[src/rtl/reg_display_mux.sv]
// reg_display_mux: watches a window of register-file writes, holds the last
// value written to each watched register, and scans one of them onto a
// multiplexed active-low 7-segment display. The decimal point on digit 0
// flashes for a while after a capture lands on the channel being shown.
module reg_display_mux #(
    parameter int NUM_CH      = 2,
    parameter int WATCH_BASE  = 11,
    parameter int DATA_W      = 32,
    parameter int DIGITS      = 4,
    parameter int REFRESH_DIV = 50000,
    parameter int FLASH_CYC   = 25000000,
    localparam int CH_W       = (NUM_CH > 1) ? $clog2(NUM_CH) : 1
) (
    input  logic              clk,
    input  logic              reset,
    input  logic              reg_we,
    input  logic [3:0]        reg_rd,
    input  logic [DATA_W-1:0] reg_data,
    input  logic              ch_next,
    input  logic              half_sel,
    input  logic              freeze,
    output logic [CH_W-1:0]   ch,
    output logic [DIGITS-1:0] anode,
    output logic [7:0]        catode
);

    localparam int PS_W = (REFRESH_DIV > 1) ? $clog2(REFRESH_DIV) : 1;
    localparam int DG_W = (DIGITS > 1) ? $clog2(DIGITS) : 1;
    localparam int FL_W = $clog2(FLASH_CYC + 1);

    logic [DATA_W-1:0]   cap [NUM_CH];
    logic [PS_W-1:0]     presc;
    logic [DG_W-1:0]     dig;
    logic [FL_W-1:0]     flash;

    logic [4:0]          rd_ext;
    logic [4:0]          rd_off;
    logic [CH_W-1:0]     cap_idx;
    logic                hit;
    logic [CH_W-1:0]     ch_nxt;
    logic [FL_W-1:0]     flash_nxt;
    logic                presc_wrap;
    logic [DATA_W-1:0]   cur;
    logic [4*DIGITS-1:0] word;
    logic [3:0]          nibble;
    logic                dp_n;

    // Hex nibble to active-low segments {g,f,e,d,c,b,a}
    function automatic logic [6:0] seg7(input logic [3:0] n);
        logic [6:0] s;
        case (n)
            4'h0: s = 7'h40;
            4'h1: s = 7'h79;
            4'h2: s = 7'h24;
            4'h3: s = 7'h30;
            4'h4: s = 7'h19;
            4'h5: s = 7'h12;
            4'h6: s = 7'h02;
            4'h7: s = 7'h78;
            4'h8: s = 7'h00;
            4'h9: s = 7'h10;
            4'hA: s = 7'h08;
            4'hB: s = 7'h03;
            4'hC: s = 7'h46;
            4'hD: s = 7'h21;
            4'hE: s = 7'h06;
            default: s = 7'h0E;
        endcase
        return s;
    endfunction

    // Decode capture hit, next channel, next flash count and the shown nibble
    always_comb begin
        rd_ext     = {1'b0, reg_rd};
        rd_off     = rd_ext - 5'(WATCH_BASE);
        cap_idx    = rd_off[CH_W-1:0];
        hit        = reg_we && !freeze &&
                     (rd_ext >= 5'(WATCH_BASE)) &&
                     (rd_ext <  5'(WATCH_BASE + NUM_CH));

        ch_nxt = ch;
        if (ch_next)
            ch_nxt = (ch == CH_W'(NUM_CH - 1)) ? '0 : ch + 1'b1;

        // The flash compares against the channel as it will be after this edge,
        // so a capture landing together with ch_next flashes the new channel.
        flash_nxt = flash;
        if (hit && (cap_idx == ch_nxt))
            flash_nxt = FL_W'(FLASH_CYC);
        else if (ch_next)
            flash_nxt = '0;
        else if (flash != '0)
            flash_nxt = flash - 1'b1;

        presc_wrap = (presc == PS_W'(REFRESH_DIV - 1));

        cur    = cap[ch];
        word   = half_sel ? cur[8*DIGITS-1:4*DIGITS] : cur[4*DIGITS-1:0];
        nibble = word[{dig, 2'b00} +: 4];
        dp_n   = !((dig == '0) && (flash != '0));
    end

    // Capture registers, displayed channel and flash counter
    always_ff @(posedge clk) begin
        if (reset) begin
            for (int i = 0; i < NUM_CH; i++)
                cap[i] <= '0;
            ch    <= '0;
            flash <= '0;
        end else begin
            if (hit)
                cap[cap_idx] <= reg_data;
            ch    <= ch_nxt;
            flash <= flash_nxt;
        end
    end

    // Refresh prescaler steps the scanned digit once per slot
    always_ff @(posedge clk) begin
        if (reset) begin
            presc <= '0;
            dig   <= '0;
        end else if (presc_wrap) begin
            presc <= '0;
            dig   <= (dig == DG_W'(DIGITS - 1)) ? '0 : dig + 1'b1;
        end else begin
            presc <= presc + 1'b1;
        end
    end

    // Register the pins so anode and segments always change together
    always_ff @(posedge clk) begin
        if (reset) begin
            anode  <= '1;
            catode <= 8'hFF;
        end else begin
            anode  <= ~(DIGITS'(1) << dig);
            catode <= {dp_n, seg7(nibble)};
        end
    end

endmodule

[config.mk]
export PLATFORM = sky130hd
export DESIGN_NAME = reg_display_mux
export DESIGN_NICKNAME = d
export VERILOG_FILES = /design/src/rtl/reg_display_mux.sv
export SDC_FILE = /design/constraint.sdc
export NUM_CORES = 1
export LEC_CHECK = 0
export BUFFER_PORTS_ARGS = -buffer_cell sky130_fd_sc_hd__buf_2
export CORE_UTILIZATION = 50
export CTS_BUF_LIST = sky130_fd_sc_hd__clkbuf_2 sky130_fd_sc_hd__clkbuf_4 sky130_fd_sc_hd__clkbuf_8
export DETAILED_ROUTE_END_ITERATION = 10
export PLACE_DENSITY_LB_ADDON = 0.12
export SETUP_SLACK_MARGIN = 0.1
export SLEW_MARGIN = 40
export SYNTH_ARGS = -nofsm -noshare
export SYNTH_HDL_FRONTEND = slang
export SYNTH_SLANG_ARGS = --single-unit
export TNS_END_PERCENT = 20
[constraint.sdc]
create_clock -name clk -period 6.1 [get_ports clk]
set_input_delay 1.83 -clock clk [delete_from_list [all_inputs] [get_ports clk]]
set_output_delay 1.83 -clock clk [all_outputs]
set_load 0.02 [all_outputs]
==> impl_metrics.csv, run 1 <==
group,metric,value,unit
logic_synthesis,synth.most_common_cell,"and2_1",
sta,worst_slack,2.14,ns
setup_path,critPathMaxFanout,33,
floorplanning,rows,38,
cts,hold_buffers,0,
cts,cts_resized,0,
detailed_routing,drc,0,
global_routing,grt_start_max_net_pins,34,
setup_path,start_kind,"input port",
logic_synthesis,synth_edf_count,64,
global_routing,grt_pass1_vias,3630,
floorplanning,die_h,109,microns
global_routing,grt_pass1_wl,17.9,mm
logic_synthesis,synth_top_area_frac,0.338,
floorplanning,start_util,0.518,
setup_path,crit_type,"input port to register",
run,maxCapViolations,0,
cts,post_cts_buffers,0,
hold_path,holdPathEnd,"presc[0]",
cts,h-tree-depth,4,
global_routing,gr-usage-met3,0.0658,
cts,cts.sinks,120,
setup_path,end_kind,"register",
run_status,status,"completed",
hold_path,worstHoldStart,"presc[0]",
cts,root_buffer,"clkbuf_8",
sta,max_slew_margin,0.462,
sta,setup_viol,0,
cts,path_clk_slew,0.07,ns
logic_synthesis,synthTopCellsByCount,"and2_1 (65), edfxtp_1 (64), dfxtp_1 (56)",
sta,period_needed,3.96,ns
logic_synthesis,ys_async_sr_fraction,0,
setup_path,worst-endpoint-required,6.16,ns
logic_synthesis,yosys_warnings,0,
logic_synthesis,synth_area_leaders,"edfxtp_1 (34%), dfxtp_1 (20%), and2_1 (7.1%)",
place,place_ws,1.67,ns
cts,cts_tree,"done",
detailed_routing,antenna_left,0,
detailed_routing,via_count,3755,
sta,slew_violations,0,
logic_synthesis,syn_nets,537,
detailed_routing,drt-pass1-iter-count,4,
sta,hold_slack,0.462,ns
floorplanning,num_io_pins,55,
setup_path,cp_cell_sequence,"buf_2, or3b_2, a211o_1, nor3b_2, buf_4, or2_2",
global_routing,grt_usage,0.201,
logic_synthesis,synth.distinct_cells,65,
place,globalplace.congestion,0.776,
hold_path,hold_path.class,"register to register",
pwr,power,0.00284,W
sta,final.setup.tns,0,ns
setup_path,path_buf_inv,2,
global_routing,use_met2,0.325,
global_routing,met1_usage,0.256,
logic_synthesis,synth_ff_type,"edfxtp_1",
setup_path,critPathTopFamily,"simple AND/OR/NAND/NOR gates",
pwr,p_leak,2.42,nW
layout,final_core_util,0.589,
setup_path,regToRegSetupSlack,3.02,ns
cts,clk_latency,0.44,ns
global_routing,antenna_found_initial,0,
detailed_routing,viasPerCell,5.41,
setup_path,reg2reg_depth,9,
setup_path,cpMaxStageDelayCell,"or2_2",
detailed_routing,drt_iter0_drc,151,
logic_synthesis,yosysTopAreaCell,"edfxtp_1",
sta,hold_violations,0,
floorplanning,core,0.0110,sq mm
sta,finClkSkew,0.0111,ns
pwr,ir_worst_vdd,392,uV
logic_synthesis,avgSynthCellArea,11.8,sq um
place,place_hpwl,7.29,mm
setup_path,crit_arrival,4.03,ns
layout,area_delta_synth_final,13.6,%
logic_synthesis,synth_seq_cells,120,
sta,worst_slew_pin_slew,0.800,ns
hold_path,hold_depth,1,
sta,rsz0062_at_grt,"no",
setup_path,r2r_end,"catode[6]",
floorplanning,die_area,0.0118,sq mm
floorplanning,die_w,109,microns
cts,cts_buffers,17,
logic_synthesis,syn_area,0.00569,sq mm
sta,timing.final.crit_share,0.650,
layout,drive_above_1_share,0.217,
pwr,p_per_area,439,mW/mm^2
cts,cts_buffer_depth,2,
setup_path,crit_path_max_incr_delay,0.69,ns
logic_synthesis,seq_area_frac_synth,0.535,
sta,fmax,0.252,GHz
setup_path,rr_startpoint,"ch",
detailed_routing,drt-total-wl,10.7,mm
layout,nets,595,
layout,insertedDiodeCount,0,
global_routing,gr-total-overflow,0,
detailed_routing,wl_per_cell,15.4,microns
global_routing,grt_busiest_layer,"met2",
logic_synthesis,synthCells,483,
place,numPortBuffers,54,
flip-flops by register name, indices dropped and copies added (netlist names):
signal,cells
cap,64
flash,25
presc,16
catode,8
anode,4
dig,2
ch,1
cells by family (layout without fill, tap and decap cells):
| kind of cell | Yosys count | after routing | synth area share |
|---|---|---|---|
| buffers and inverters | 34 | 105 | 0.0262 |
| flip-flops | 120 | 120 | 0.535 |
| multiplexers | 22 | 22 | 0.0697 |
| AO/OA/AOI/OAI | 59 | 59 | 0.0835 |
| adder cells (fa/ha/maj) | 12 | 12 | 0.0264 |
| AND/OR/NAND/NOR | 198 | 198 | 0.201 |
| XOR/XNOR | 38 | 38 | 0.0585 |
cell usage in the layout (no fill, tap or decap), types with 11 or more instances in the layout:
master    count
clkbuf_8     17
o21ai_0      11
buf_2        54
ha_1         12
edfxtp_1     64
inv_1        13
dfxtp_1      56
nor2_1       46
xnor2_1      23
mux4_2       14
xor2_1       15
nand2_1      16
and2_1       65
worst reg2reg max path, stage by stage, from the launching register on:
cell	delay [ns]
dfxtp_1	0.43
buf_4	0.36
mux4_2	0.55
a22o_1	0.24
a221oi_2	0.39
inv_1	0.13
ha_1	0.21
a21boi_0	0.15
o21bai_1	0.20
a221o_1	0.29
per-layer routing:
metal | share of wire | wire length [microns]
met5 | 0 | 0
met2 | 0.49 | 5210
met3 | 0.039 | 416
met4 | 0.0077 | 83
met1 | 0.47 | 5010
how the worst max path moves through the flow:
stage	startpoint	endpoint	slack, ns	depth (start not counted)
3_5_place_dp	reg_rd[0]	cap[0][1]	1.67	6
6_report	reg_rd[0]	cap[0][15]	2.14	6
5_1_grt	reg_rd[0]	cap[0][7]	2.00	6
4_1_cts	reg_rd[0]	cap[0][13]	2.14	6
2_1_floorplan	reg_rd[1]	cap[1][0]	0.70	3
3_3_place_gp	reg_rd[0]	cap[0][17]	1.72	6
cell type report:
type | count | area (sq um)
timing repair buffer | 60 | 319
tap | 140 | 175
sequential | 120 | 3040
inverter | 13 | 48.8
clock inverter | 13 | 111
fill | 941 | 4520
multi-input combinational | 329 | 2520
clock buffer | 19 | 249
through the flow:
| stage | cells | cell area (sq um) |
|---|---|---|
| 6_report | 694 | 6470 |
| 5_1_grt | 694 | 6470 |
| 4_1_cts | 694 | 6470 |
| 3_5_place_dp | 662 | 6110 |
| 3_3_place_gp | 661 | 6100 |
| 2_1_floorplan | 483 | 5690 |
where the power goes:
part           switching [W]  internal (W)  total [W]
sequential         0.0000864      0.000951    0.00104
clock               0.000302      0.000359   0.000662
combinational       0.000635      0.000504    0.00114
(Power assumes the default switching activity.)
==> run 2: changes to the inputs <==
Clock period 6.1 ns to 3.9 ns, I/O delays scaled along.
==> impl_metrics.csv, run 2 (synthesis results as in run 1) <==
group,metric,value,unit
setup_path,regToRegSetupSlack,1.04,ns
floorplanning,start_util,0.518,
layout,final_common_cell,"and2_1",
cts,post_cts_buffers,0,
layout,area_delta_synth_final,14.7,%
pwr,p_sw_frac,0.348,
cts,cts.sinks,120,
hold_path,hold_path.class,"register to register",
global_routing,gr-total-overflow,0,
setup_path,end_kind,"register",
layout,instances_no_fill,697,
pwr,internal_power,0.00296,W
detailed_routing,via_count,3781,
detailed_routing,drt_iter0_drc,161,
floorplanning,rows,38,
pwr,p_per_area,694,mW/mm^2
cts,clk_latency,0.45,ns
sta,final.setup.tns,0,ns
place,globalplace.congestion,0.818,
setup_path,critPathMaxFanout,16,
global_routing,grt_pass1_vias,3625,
cts,cts_resized,0,
sta,finClkSkew,0.0118,ns
detailed_routing,drc,0,
setup_path,critPathTopFamily,"compound AO/OA/AOI/OAI gates",
global_routing,grt_start_max_net_pins,33,
layout,largest_register,"cap",
cts,h-tree-depth,4,
setup_path,worst-endpoint-required,4.20,ns
floorplanning,die_w,109,microns
layout,postLayoutCellArea,0.00653,sq mm
pwr,power,0.00453,W
run,maxCapViolations,0,
sta,worst_slew_pin_slew,0.750,ns
layout,nets,598,
sta,max_slew_margin,0.496,
detailed_routing,drt-pass1-iter-count,4,
pwr,ir_worst_vdd,708,uV
global_routing,antenna_found_initial,0,
pwr,p_leak,2.46,nW
sta,slew_violations,0,
place,numPortBuffers,54,
pwr,clkPwrFrac,0.253,
sta,hold_violations,0,
layout,drive_above_1_share,0.232,
setup_path,crit_path_max_incr_delay,0.45,ns
sta,period_needed,2.97,ns
sta,fmax,0.337,GHz
place,placed_cell_area,0.00612,sq mm
cts,cts_buffers,17,
place,place_ws,0.452,ns
detailed_routing,antenna_left,0,
pwr,p_sw,0.00158,W
setup_path,cpMaxStageDelayCell,"a2111oi_0",
floorplanning,die_h,109,microns
detailed_routing,wl_per_cell,15.1,microns
setup_path,start_kind,"input port",
sta,timing.final.crit_share,0.761,
cts,cts_buffer_depth,2,
floorplanning,die_area,0.0118,sq mm
setup_path,crit_type,"input port to register",
cts,cts_tree,"done",
layout,largestRegisters,"cap: 64 flops, flash: 25 flops, presc: 16 flops",
floorplanning,num_io_pins,55,
place,place_hpwl,7.15,mm
layout,largest_reg_flops,64,
pwr,comb_power_share,0.389,
pwr,seqPwrFrac,0.358,
detailed_routing,viasPerCell,5.42,
layout,final_cell_mix,"and2_1 (65), edfxtp_1 (64), dfxtp_1 (56), buf_2 (54), nor2_1 (46)",
run_status,status,"completed",
sta,worst_slack,0.931,ns
sta,setup_viol,0,
floorplanning,core,0.0110,sq mm
layout,insertedDiodeCount,0,
detailed_routing,drt-total-wl,10.5,mm
place,placed_cells,665,
cts,hold_buffers,0,
global_routing,grt_pass1_wl,17.3,mm
cts,root_buffer,"clkbuf_8",
global_routing,grt_usage,0.198,
setup_path,cp_cell_sequence,"buf_2, mux4_2, a22o_1, a221oi_2, buf_4, ha_1, a21oi_1, a2111oi_0, o21ai_0",
setup_path,path_buf_inv,2,
setup_path,crit_arrival,3.27,ns
sta,rsz0062_at_grt,"no",
cts,path_clk_slew,0.06,ns
-- run 2: cell types whose count changed in the layout (fill, tap and decap cells not counted), sizes merged --
cell	before	now
clkinv	10	6
bufinv	2	3
clkbuf	19	22
buf	60	63
-- run 2: power by group through the flow --
stage               Clock [W]  Sequential (W)  Combinational (W)
floorplan                   0         0.00163            0.00148
global placement            0         0.00164            0.00175
detailed placement          0         0.00165            0.00176
CTS                   0.00117         0.00162            0.00177
global route          0.00123         0.00164            0.00195
finish                0.00115         0.00162            0.00176
-- run 2: per-stage QoR --
stage | hold slack, ns | util
final | 0.461 | 0.594
after global routing | 0.485 | 0.594
after CTS | 0.465 | 0.594
after detailed placement | 0.450 | 0.557
after global placement | 0.445 | 0.557
after floorplan | 0.426 | -
-- run 2: final cells by class --
cell class                      count  area, sq um
Fill cell                         919         4450
Timing Repair Buffer               63          338
Multi-Input combinational cell    329         2510
Tap cell                          140          175
Clock buffer                       22          284
Clock inverter                     10          125
Inverter                           13         48.8
Sequential cell                   120         3040
-- run 2: final timing paths --
check,cells past startpoint,start,to
worst min-delay path,1,presc[0],presc[0]
worst max-delay path,9,half_sel,catode[3]
worst max register to register,9,ch,catode[3]
worst min register to register,1,presc[0],presc[0]
-- run 2: layer usage --
layer	GRT usage	part of all wire	wire, microns
met4	0.0734	0.012	123
met2	0.322	0.49	5130
met3	0.0765	0.045	477
met1	0.239	0.46	4810
met5	0	0	0
-- run 2: worst reg2reg max path: cells and delay by family (launching register included) --
family	cells	cell delay, ns
fa+ha+maj	1	0.14
mux	1	0.52
compound gates	5	1.04
buf+inv	2	0.48
flops	1	0.52
==> run 3: changes to the inputs <==
Settings changed: ABC_AREA set to 1.
Clock period 3.9 ns to 2.8 ns, I/O delays scaled along.
==> impl_metrics.csv, run 3 <==
group,metric,value,unit
run_status,violations,"design-rule violations",
cts,root_buffer,"clkbuf_8",
hold_path,hold_path.class,"register to register",
place,numPortBuffers,54,
place,globalplace.congestion,0.903,
detailed_routing,drt-total-wl,12.7,mm
setup_path,crit_path_max_incr_delay,0.72,ns
floorplanning,die_w,111,microns
pwr,seqPwrFrac,0.379,
sta,rsz0062_at_grt,"no",
sta,timing.final.crit_share,0.877,
setup_path,r2r_end,"catode[4]",
cts,cts_resized,0,
setup_path,cpMaxStageDelayCell,"dfxtp_1",
logic_synthesis,synthTopCellsByCount,"nand2_1 (151), nor2_1 (143), inv_1 (89)",
layout,insertedDiodeCount,0,
sta,final.setup.tns,0,ns
hold_path,holdPathEnd,"presc[0]",
logic_synthesis,synth_edf_count,64,
setup_path,rr_startpoint,"ch",
hold_path,hold_depth,1,
layout,largest_reg_flops,64,
layout,drive_above_1_share,0.173,
sta,finClkSkew,0.00809,ns
layout,nets,846,
cts,cts_tree,"done",
sta,setup_viol,0,
pwr,internal_power,0.00372,W
floorplanning,rows,39,
layout,final_core_util,0.589,
sta,hold_violations,0,
cts,clk_latency,0.44,ns
logic_synthesis,synth_seq_cells,120,
detailed_routing,via_count,4757,
layout,fillers,1077,
pwr,ir_worst_vdd,372,uV
layout,largestRegisters,"cap: 64 flops, flash: 25 flops, presc: 16 flops",
logic_synthesis,yosysTopAreaCell,"edfxtp_1",
sta,period_needed,2.46,ns
setup_path,end_kind,"output pin",
floorplanning,start_util,0.518,
detailed_routing,antenna_left,0,
global_routing,grt_pass1_wl,21.7,mm
floorplanning,num_io_pins,55,
setup_path,worst-endpoint-required,1.96,ns
sta,slew_violations,0,
logic_synthesis,syn_area,0.00596,sq mm
layout,final_common_cell,"nand2_1",
cts,cts.sinks,120,
setup_path,start_kind,"register",
floorplanning,core,0.0115,sq mm
detailed_routing,drt_iter0_drc,289,
logic_synthesis,synth.distinct_cells,36,
layout,largest_register,"cap",
logic_synthesis,synth_ff_type,"edfxtp_1",
cts,hold_buffers,0,
logic_synthesis,synthCells,730,
run,maxCapViolations,0,
pwr,clkPwrFrac,0.263,
pwr,p_sw,0.00214,W
detailed_routing,drt-pass1-iter-count,7,
cts,cts_buffers,17,
pwr,p_sw_frac,0.365,
setup_path,regToRegSetupSlack,0.48,ns
place,place_hpwl,8.86,mm
setup_path,critPathMaxFanout,27,
logic_synthesis,avgSynthCellArea,8.17,sq um
cts,path_clk_slew,0.07,ns
layout,area_delta_synth_final,13.8,%
pwr,comb_power_share,0.358,
logic_synthesis,synth.most_common_cell,"nand2_1",
global_routing,gr-total-overflow,0,
setup_path,crit_arrival,1.62,ns
global_routing,grt_pass1_vias,4673,
detailed_routing,viasPerCell,5.02,
logic_synthesis,syn_nets,784,
pwr,p_per_area,864,mW/mm^2
setup_path,cp_cell_sequence,"buf_12, buf_2",
global_routing,grt_start_max_net_pins,33,
logic_synthesis,synth_area_leaders,"edfxtp_1 (32%), dfxtp_1 (19%), nand2_1 (9.5%)",
cts,post_cts_buffers,0,
floorplanning,die_area,0.0124,sq mm
sta,max_slew_margin,0.584,
detailed_routing,wl_per_cell,13.4,microns
logic_synthesis,synth_top_area_frac,0.322,
floorplanning,die_h,111,microns
layout,final_cell_mix,"nand2_1 (151), nor2_1 (143), inv_1 (89), nand3_1 (66), edfxtp_1 (64)",
global_routing,antenna_found_initial,0,
sta,worst_slew_pin_slew,0.623,ns
run_status,status,"complete, but fails checks",
sta,fmax,0.407,GHz
pwr,p_leak,3.10,nW
detailed_routing,drc,6,
logic_synthesis,yosys_warnings,0,
logic_synthesis,ys_async_sr_fraction,0,
setup_path,reg2reg_depth,13,
hold_path,worstHoldStart,"presc[0]",
cts,cts_buffer_depth,2,
logic_synthesis,seq_area_frac_synth,0.510,
global_routing,grt_usage,0.225,
cts,h-tree-depth,4,
setup_path,crit_type,"register to output pin",
==> run 3: cell count changes after synthesis, sizes merged, moves of 10 or more <==
| cell | before | now |
|---|---|---|
| a21oi | 6 | 23 |
| and2 | 66 | 0 |
| buf | 5 | 18 |
| clkbuf | 16 | 4 |
| inv | 13 | 98 |
| mux4 | 14 | 0 |
| nand2 | 16 | 163 |
| nand3 | 10 | 69 |
| nor2 | 46 | 150 |
| xnor2 | 23 | 13 |
==> run 3: how the worst max path moves through the flow <==
stage / to / start / depth (start not counted)
floorplan: cap[0][0] / reg_rd[0] / 10
global placement: catode[3] / half_sel / 14
detailed placement: catode[4] / half_sel / 13
CTS: ch / ch / 2
global route: catode[4] / ch / 13
finish: ch / ch / 2
==> run 3: layout make-up <==
class	count	area, sq um	share of cell area
Multi-Input combinational cell	490	2400	0.354
Tap cell	143	179	0.0264
Clock inverter	9	97.6	0.0144
Sequential cell	120	3040	0.449
Timing Repair Buffer	65	390	0.0575
Inverter	98	373	0.0550
Clock buffer	23	298	0.0439
==> run 3: cells by family (layout without fill, tap and decap cells) <==
kind of cell    Yosys count  count (layout)  share of synthesized area
compound gates           46              46                     0.0441
simple gates            411             411                      0.302
xor+xnor                 21              21                     0.0321
buf+inv                 120             195                     0.0863
fa+ha+maj                12              12                     0.0252
flops                   120             120                      0.510
==> run 3: power groups by stage <==
| stage | sequential (W) | clock, W | combinational, W |
|---|---|---|---|
| 2_1_floorplan | 0.00224 | 0 | 0.00166 |
| 3_3_place_gp | 0.00225 | 0 | 0.00204 |
| 5_1_grt | 0.00224 | 0.00165 | 0.00239 |
| 3_5_place_dp | 0.00226 | 0 | 0.00209 |
| 4_1_cts | 0.00222 | 0.00158 | 0.00210 |
| 6_report | 0.00222 | 0.00154 | 0.00210 |
==> run 3: routing by layer <==
layer / up-vias / track usage / share of wire
met5: - / 0 / 0
met3: 21 / 0.0574 / 0.044
met2: 91 / 0.346 / 0.44
met1: 2204 / 0.298 / 0.49
li1: 2441 / - / -
met4: 0 / 0.0991 / 0.019
==> run 3: critical path: cells and delay by family, from the launching register on <==
family / cells / cell delay (ns)
flip-flops: 1 / 0.72
buffers and inverters: 2 / 0.44
==> run 3: per-stage QoR <==
step | std cells | hold WS (ns) | worst slack (ns) | area (sq um) | power (W)
floorplan | 730 | 0.418 | 0.140 | 5960 | 0.00391
global placement | 916 | 0.430 | 0.355 | 6390 | 0.00429
detailed placement | 916 | 0.445 | 0.280 | 6390 | 0.00435
CTS | 948 | 0.460 | 0.314 | 6780 | 0.00590
global route | 948 | 0.487 | 0.242 | 6780 | 0.00628
finish | 948 | 0.457 | 0.344 | 6780 | 0.00586
